**src/rtl/alu_result_queue.sv**
```systemverilog
// alu_result_queue: FIFO of ALU results with status flags,
// sticky overflow and saturating drop counter.
module alu_result_queue #(
  parameter int DEPTH  = 4,
  parameter int DROP_W = 8
) (
  input  logic                     clk,
  input  logic                     rst_n,
  input  logic                     in_valid,
  input  logic [31:0]              in_result,
  input  logic                     in_zero,
  input  logic                     in_cout,
  input  logic                     in_overflow,
  output logic                     in_ready,
  output logic                     out_valid,
  output logic [31:0]              out_result,
  output logic                     out_zero,
  output logic                     out_cout,
  output logic                     out_overflow,
  input  logic                     out_ready,
  output logic [$clog2(DEPTH):0]   count,
  output logic                     ovf_sticky,
  input  logic                     ovf_clear,
  output logic [DROP_W-1:0]        drop_cnt
);

  localparam int AW = $clog2(DEPTH);

  typedef struct packed {
    logic        ovf;
    logic        cout;
    logic        zero;
    logic [31:0] result;
  } entry_t;

  entry_t        mem [DEPTH];
  entry_t        head;
  entry_t        wdata;
  logic [AW-1:0] wr_ptr;
  logic [AW-1:0] rd_ptr;
  logic          push;
  logic          pop;
  logic          drop;

  assign in_ready  = (count != (AW+1)'(DEPTH));
  assign out_valid = (count != '0);
  assign push      = in_valid && in_ready;
  assign pop       = out_valid && out_ready;
  assign drop      = in_valid && !in_ready;

  assign wdata = '{ovf:    in_overflow,
                   cout:   in_cout,
                   zero:   in_zero,
                   result: in_result};

  assign head         = mem[rd_ptr];
  assign out_result   = head.result;
  assign out_zero     = head.zero;
  assign out_cout     = head.cout;
  assign out_overflow = head.ovf;

  always_ff @(posedge clk or negedge rst_n) begin
    if (!rst_n) begin
      for (int i = 0; i < DEPTH; i++) mem[i] <= '0;
    end else if (push) begin
      mem[wr_ptr] <= wdata;
    end
  end

  // Power-of-two depth lets the pointers wrap by plain overflow.
  always_ff @(posedge clk or negedge rst_n) begin
    if (!rst_n) begin
      wr_ptr <= '0;
      rd_ptr <= '0;
      count  <= '0;
    end else begin
      if (push) wr_ptr <= wr_ptr + AW'(1);
      if (pop)  rd_ptr <= rd_ptr + AW'(1);
      unique case ({push, pop})
        2'b10:   count <= count + 1'b1;
        2'b01:   count <= count - 1'b1;
        default: count <= count;
      endcase
    end
  end

  always_ff @(posedge clk or negedge rst_n) begin
    if (!rst_n) begin
      ovf_sticky <= 1'b0;
      drop_cnt   <= '0;
    end else begin
      if (push && in_overflow) ovf_sticky <= 1'b1;
      else if (ovf_clear)      ovf_sticky <= 1'b0;
      if (drop && drop_cnt != '1) drop_cnt <= drop_cnt + 1'b1;
    end
  end

endmodule

```
**config.mk**
```make
export PLATFORM = sky130hd
export DESIGN_NAME = alu_result_queue
export DESIGN_NICKNAME = d
export VERILOG_FILES = /design/src/rtl/alu_result_queue.sv
export SDC_FILE = /design/constraint.sdc
export NUM_CORES = 1
export LEC_CHECK = 0
export ABC_CLOCK_PERIOD_IN_PS = 6000
export CAP_MARGIN = 30
export CORE_MARGIN = 3
export CORE_UTILIZATION = 34
export CTS_BUF_LIST = sky130_fd_sc_hd__clkbuf_2
export CTS_CLUSTER_SIZE = 8
export DETAILED_ROUTE_END_ITERATION = 16
export GPL_TIMING_DRIVEN = 0
export PLACE_DENSITY = 0.56
export SLEW_MARGIN = 20
export SYNTH_ARGS = -nofsm -noshare
export SYNTH_HDL_FRONTEND = slang
export SYNTH_SLANG_ARGS = --single-unit
```
**constraint.sdc**
```tcl
create_clock -name clk -period 6 [get_ports clk]
set_clock_uncertainty 0.05 [all_clocks]
set_input_delay 0.9 -clock clk [delete_from_list [all_inputs] [get_ports clk]]
set_output_delay 0.9 -clock clk [all_outputs]
set_load 0.02 [all_outputs]
```
==> results_dict.tcl <==
set metrics [dict create \
    post-route-drc-count 0 \
    arrival_ns 3.13 \
    io_buffers 87 \
    drt_iter0_drc 85 \
    areaGrowthSynthToFinish_pct 21.04 \
    post_cts_hold_buffer_count 0 \
    route.detailed.wl_per_inst_um 17.96 \
    synth_nets 462 \
    post_synth.cell_area_avg_sq_um 16.78 \
    timing_worst_setup_path_type "flop to primary output" \
    global_route.overflow_total 0 \
    cts-resized-gates 0 \
    finalWeightedCongestion 0.7367 \
    critical_path.endpoint_type "primary output" \
    synth_seq_cells 156 \
    synth-edff-count 0 \
    grt_setup_unrepaired "no" \
    nets 569 \
    synth_top_area_frac 0.5605 \
    dr_total_vias 3909 \
    total_leakage_power_uw 0.003482 \
    fp.dieH_um 149.1 \
    worst_path_largest_cell_delay_ns 0.63 \
    critPathMaxFanout 10 \
    clock-sinks 156 \
    seq_power_share 0.384 \
    synth_top_cells_by_area "sky130_fd_sc_hd__dfrtp_1 56%, sky130_fd_sc_hd__mux2_1 23%, sky130_fd_sc_hd__mux4_2 11%" \
    finalSetupViolCount 0 \
    clockBufferDepth 2 \
    share_of_total_power_consumed_by_net_switching 0.3576 \
    crit_required_ns 5.05 \
    internal_power_uw 3072 \
    ctsHtreeMaxLevel 4 \
    final_layout_size_suffix_gt1_frac 0.1738 \
    period_needed_ns 4.077 \
    cts-buffers-inserted 17 \
    core_area_sq_mm 0.01978 \
    yosys_warnings 0 \
    floorplan.io_pins 89 \
    final_hold_viol_count 0 \
    fp.dieArea_sq_mm 0.02224 \
    slew_headroom 0.5026 \
    cp_num_buf_inv 3 \
    die_w_um 149.1 \
    synth_common_cells "156 x sky130_fd_sc_hd__dfrtp_1, 140 x sky130_fd_sc_hd__mux2_1, 35 x sky130_fd_sc_hd__mux4_2" \
    clk_pwr_share 0.116 \
    comb_power_share 0.499 \
    power_per_cell_area_mw_per_mm2 567.2 \
    min_period_over_period 0.6796 \
    tritoncts "yes" \
    status "completed" \
    drt_first_pass_iters 4 \
    start_kind "flop" \
    clock_latency_of_the_later_clocked_register_in_the_worst_skew_pair_ns 0.69 \
    track_usage 0.1387 \
    starting_density 0.3521 \
    timing.setup.tns_ns 0 \
    library_cell_contributing_the_largest_single_delay_on_the_critical_path "sky130_fd_sc_hd__clkbuf_1" \
    maximum_number_of_pins_on_one_net_before_global_route_repair 84 \
    grt_first_pass_wirelength_um 23700 \
    rows 51 \
    async_flop_share 1.000 \
    achievable-frequency_mhz 245.3 \
    area_of_the_mapped_netlist_sq_mm 0.006964 \
    grt_antenna_before_repair 1 \
    antenna_left 0 \
    critical-path-top-delay-family "buffers and inverters" \
    tightest_slew_ns 0.7460 \
    hold_path.class "primary input to async pin" \
    route.final.wire_length_um 14410 \
    via_count_normalized_by_instance_count 4.874 \
    synth_cells 415 \
    post-dp-hpwl_um 9845 \
    post-synth-top-count-cell "sky130_fd_sc_hd__dfrtp_1" \
    timing.critical_path.cells "clkbuf_1 -> clkbuf_1 -> mux4_2 -> clkdlybuf4s50_1" \
    ys_seq_area_frac 0.5605 \
    synth-main-ff-cell "sky130_fd_sc_hd__dfrtp_1" \
    p_total_uw 4781 \
    cts_post_setup_buffers_inserted 0 \
    clkSlewWorstSetupHoldPaths_ns 0.20 \
    grt_pass1_vias 4425 \
    synth.distinct_cells 33 \
    synth_largest_area_cell "sky130_fd_sc_hd__dfrtp_1" \
    cpMostUsedCell "sky130_fd_sc_hd__clkbuf_1" \
    switchingPower_uw 1710 \
    irDropWorstVdd_uv 219.7 \
    drv_cap 0 \
    finalMaxSlewViolations 0 \
    cts.root.buffer_cell "sky130_fd_sc_hd__clkbuf_2" \
]
## kinds of logic after synthesis
logic type | count (synthesis) | share of synthesized area
muxes | 180 | 0.3473
AOI/OAI and AO/OA | 9 | 0.008445
and+or+nand+nor | 24 | 0.02713
DFF | 156 | 0.5605
xor gates and xnor gates | 10 | 0.01258
adders and majority gates | 7 | 0.01365
buffers and inverters | 29 | 0.03036
## power by group through the flow
stage                     Sequential (uW)  Clock, uW  Combinational [uW]
after floorplan                      1810          0                1550
after global placement               1830          0                2400
after detailed placement             1870          0                2450
after CTS                            1840        592                2460
after global routing                 1910        636                2580
final                                1840        555                2390
## per-stage QoR
stage / hold WS [ns] / cell area, sq um / cells / worst slack, ns / utilization
global route: 0.03389 / 8429 / 802 / 1.622 / 0.4261
finish: 0.09470 / 8429 / 802 / 1.923 / 0.4261
floorplan: 0.4087 / 6964 / 415 / 3.574 / -
detailed placement: 0.4254 / 8199 / 768 / 2.591 / 0.4145
CTS: 0.02582 / 8424 / 800 / 1.729 / 0.4259
global placement: 0.4179 / 8167 / 767 / -2.255 / 0.4128
## worst register-to-register path: stages, from the launching register on
cell                      delay [ns]
sky130_fd_sc_hd__dfrtp_1        0.52
sky130_fd_sc_hd__or3b_1         0.38
sky130_fd_sc_hd__buf_4          0.19
sky130_fd_sc_hd__nand2_1        0.14
sky130_fd_sc_hd__ha_1           0.20
sky130_fd_sc_hd__inv_1          0.06
sky130_fd_sc_hd__fa_1           0.37
sky130_fd_sc_hd__xor2_1         0.15
sky130_fd_sc_hd__nor2_1         0.11
sky130_fd_sc_hd__xor2_1         0.16
## layer usage
metal / routed length (um) / vias to the layer above / global-route usage
met5: 0 / - / 0
met4: 203 / 0 / 0.04668
met3: 423 / 13 / 0.03069
met2: 7182 / 65 / 0.2299
met1: 6595 / 2064 / 0.1815
li1: - / 1767 / -
## layout by cell type, fill, tap and decap left out, drive strengths merged
cell	n
nand4	2
o31a	1
bufinv	2
and4	1
clkdlybuf4s50	86
clkinvlp	4
mux4	35
nand2b	1
xnor2	5
a2111oi	2
mux2i	2
clkbuf	24
fa	1
dfrtp	156
nand4bb	1
nand3	7
ha	6
clkinv	4
o211ai	1
or3	1
nand2	4
and4bb	1
diode	2
xor2	5
nor2	3
or3b	1
a21oi	3
nor3	1
o21ai	2
mux2	143
and3	1
buf	21
inv	8
## registers in the layout (all words and copies together), names as in the netlist
register    cells
count           3
drop_cnt        8
mem           140
ovf_sticky      1
rd_ptr          2
wr_ptr          2
## final timing paths
path                                        from                    end  slack [ns]  cells after the start
max in group asynchronous                  rst_n  wr_ptr[0]$_DFFE_PN0P_        5.00                      2
setup reg to reg            count[0]$_DFFE_PN0P_   count[2]$_DFFE_PN0P_        3.60                      9
hold reg to reg              mem[71]$_DFFE_PN0P_    mem[71]$_DFFE_PN0P_        0.46                      1
min in group clk             mem[71]$_DFFE_PN0P_    mem[71]$_DFFE_PN0P_        0.46                      1
hold / removal                             rst_n   mem[125]$_DFFE_PN0P_        0.09                      1
setup / recovery           rd_ptr[1]$_DFFE_PN0P_         out_result[15]        1.92                      4
## layout make-up
class	instances	area, sq um
inverter	7	26.28
multi-input combinational	230	2849
sequential	156	3904
antenna	2	5.005
timing repair buffer	88	903.4
buffer	22	185.2
clock buffer	21	105.1
clock inverter	11	120.1
fill	1823	11350
tap	265	331.6
Note: power is estimated with default switching activity, not from simulation.
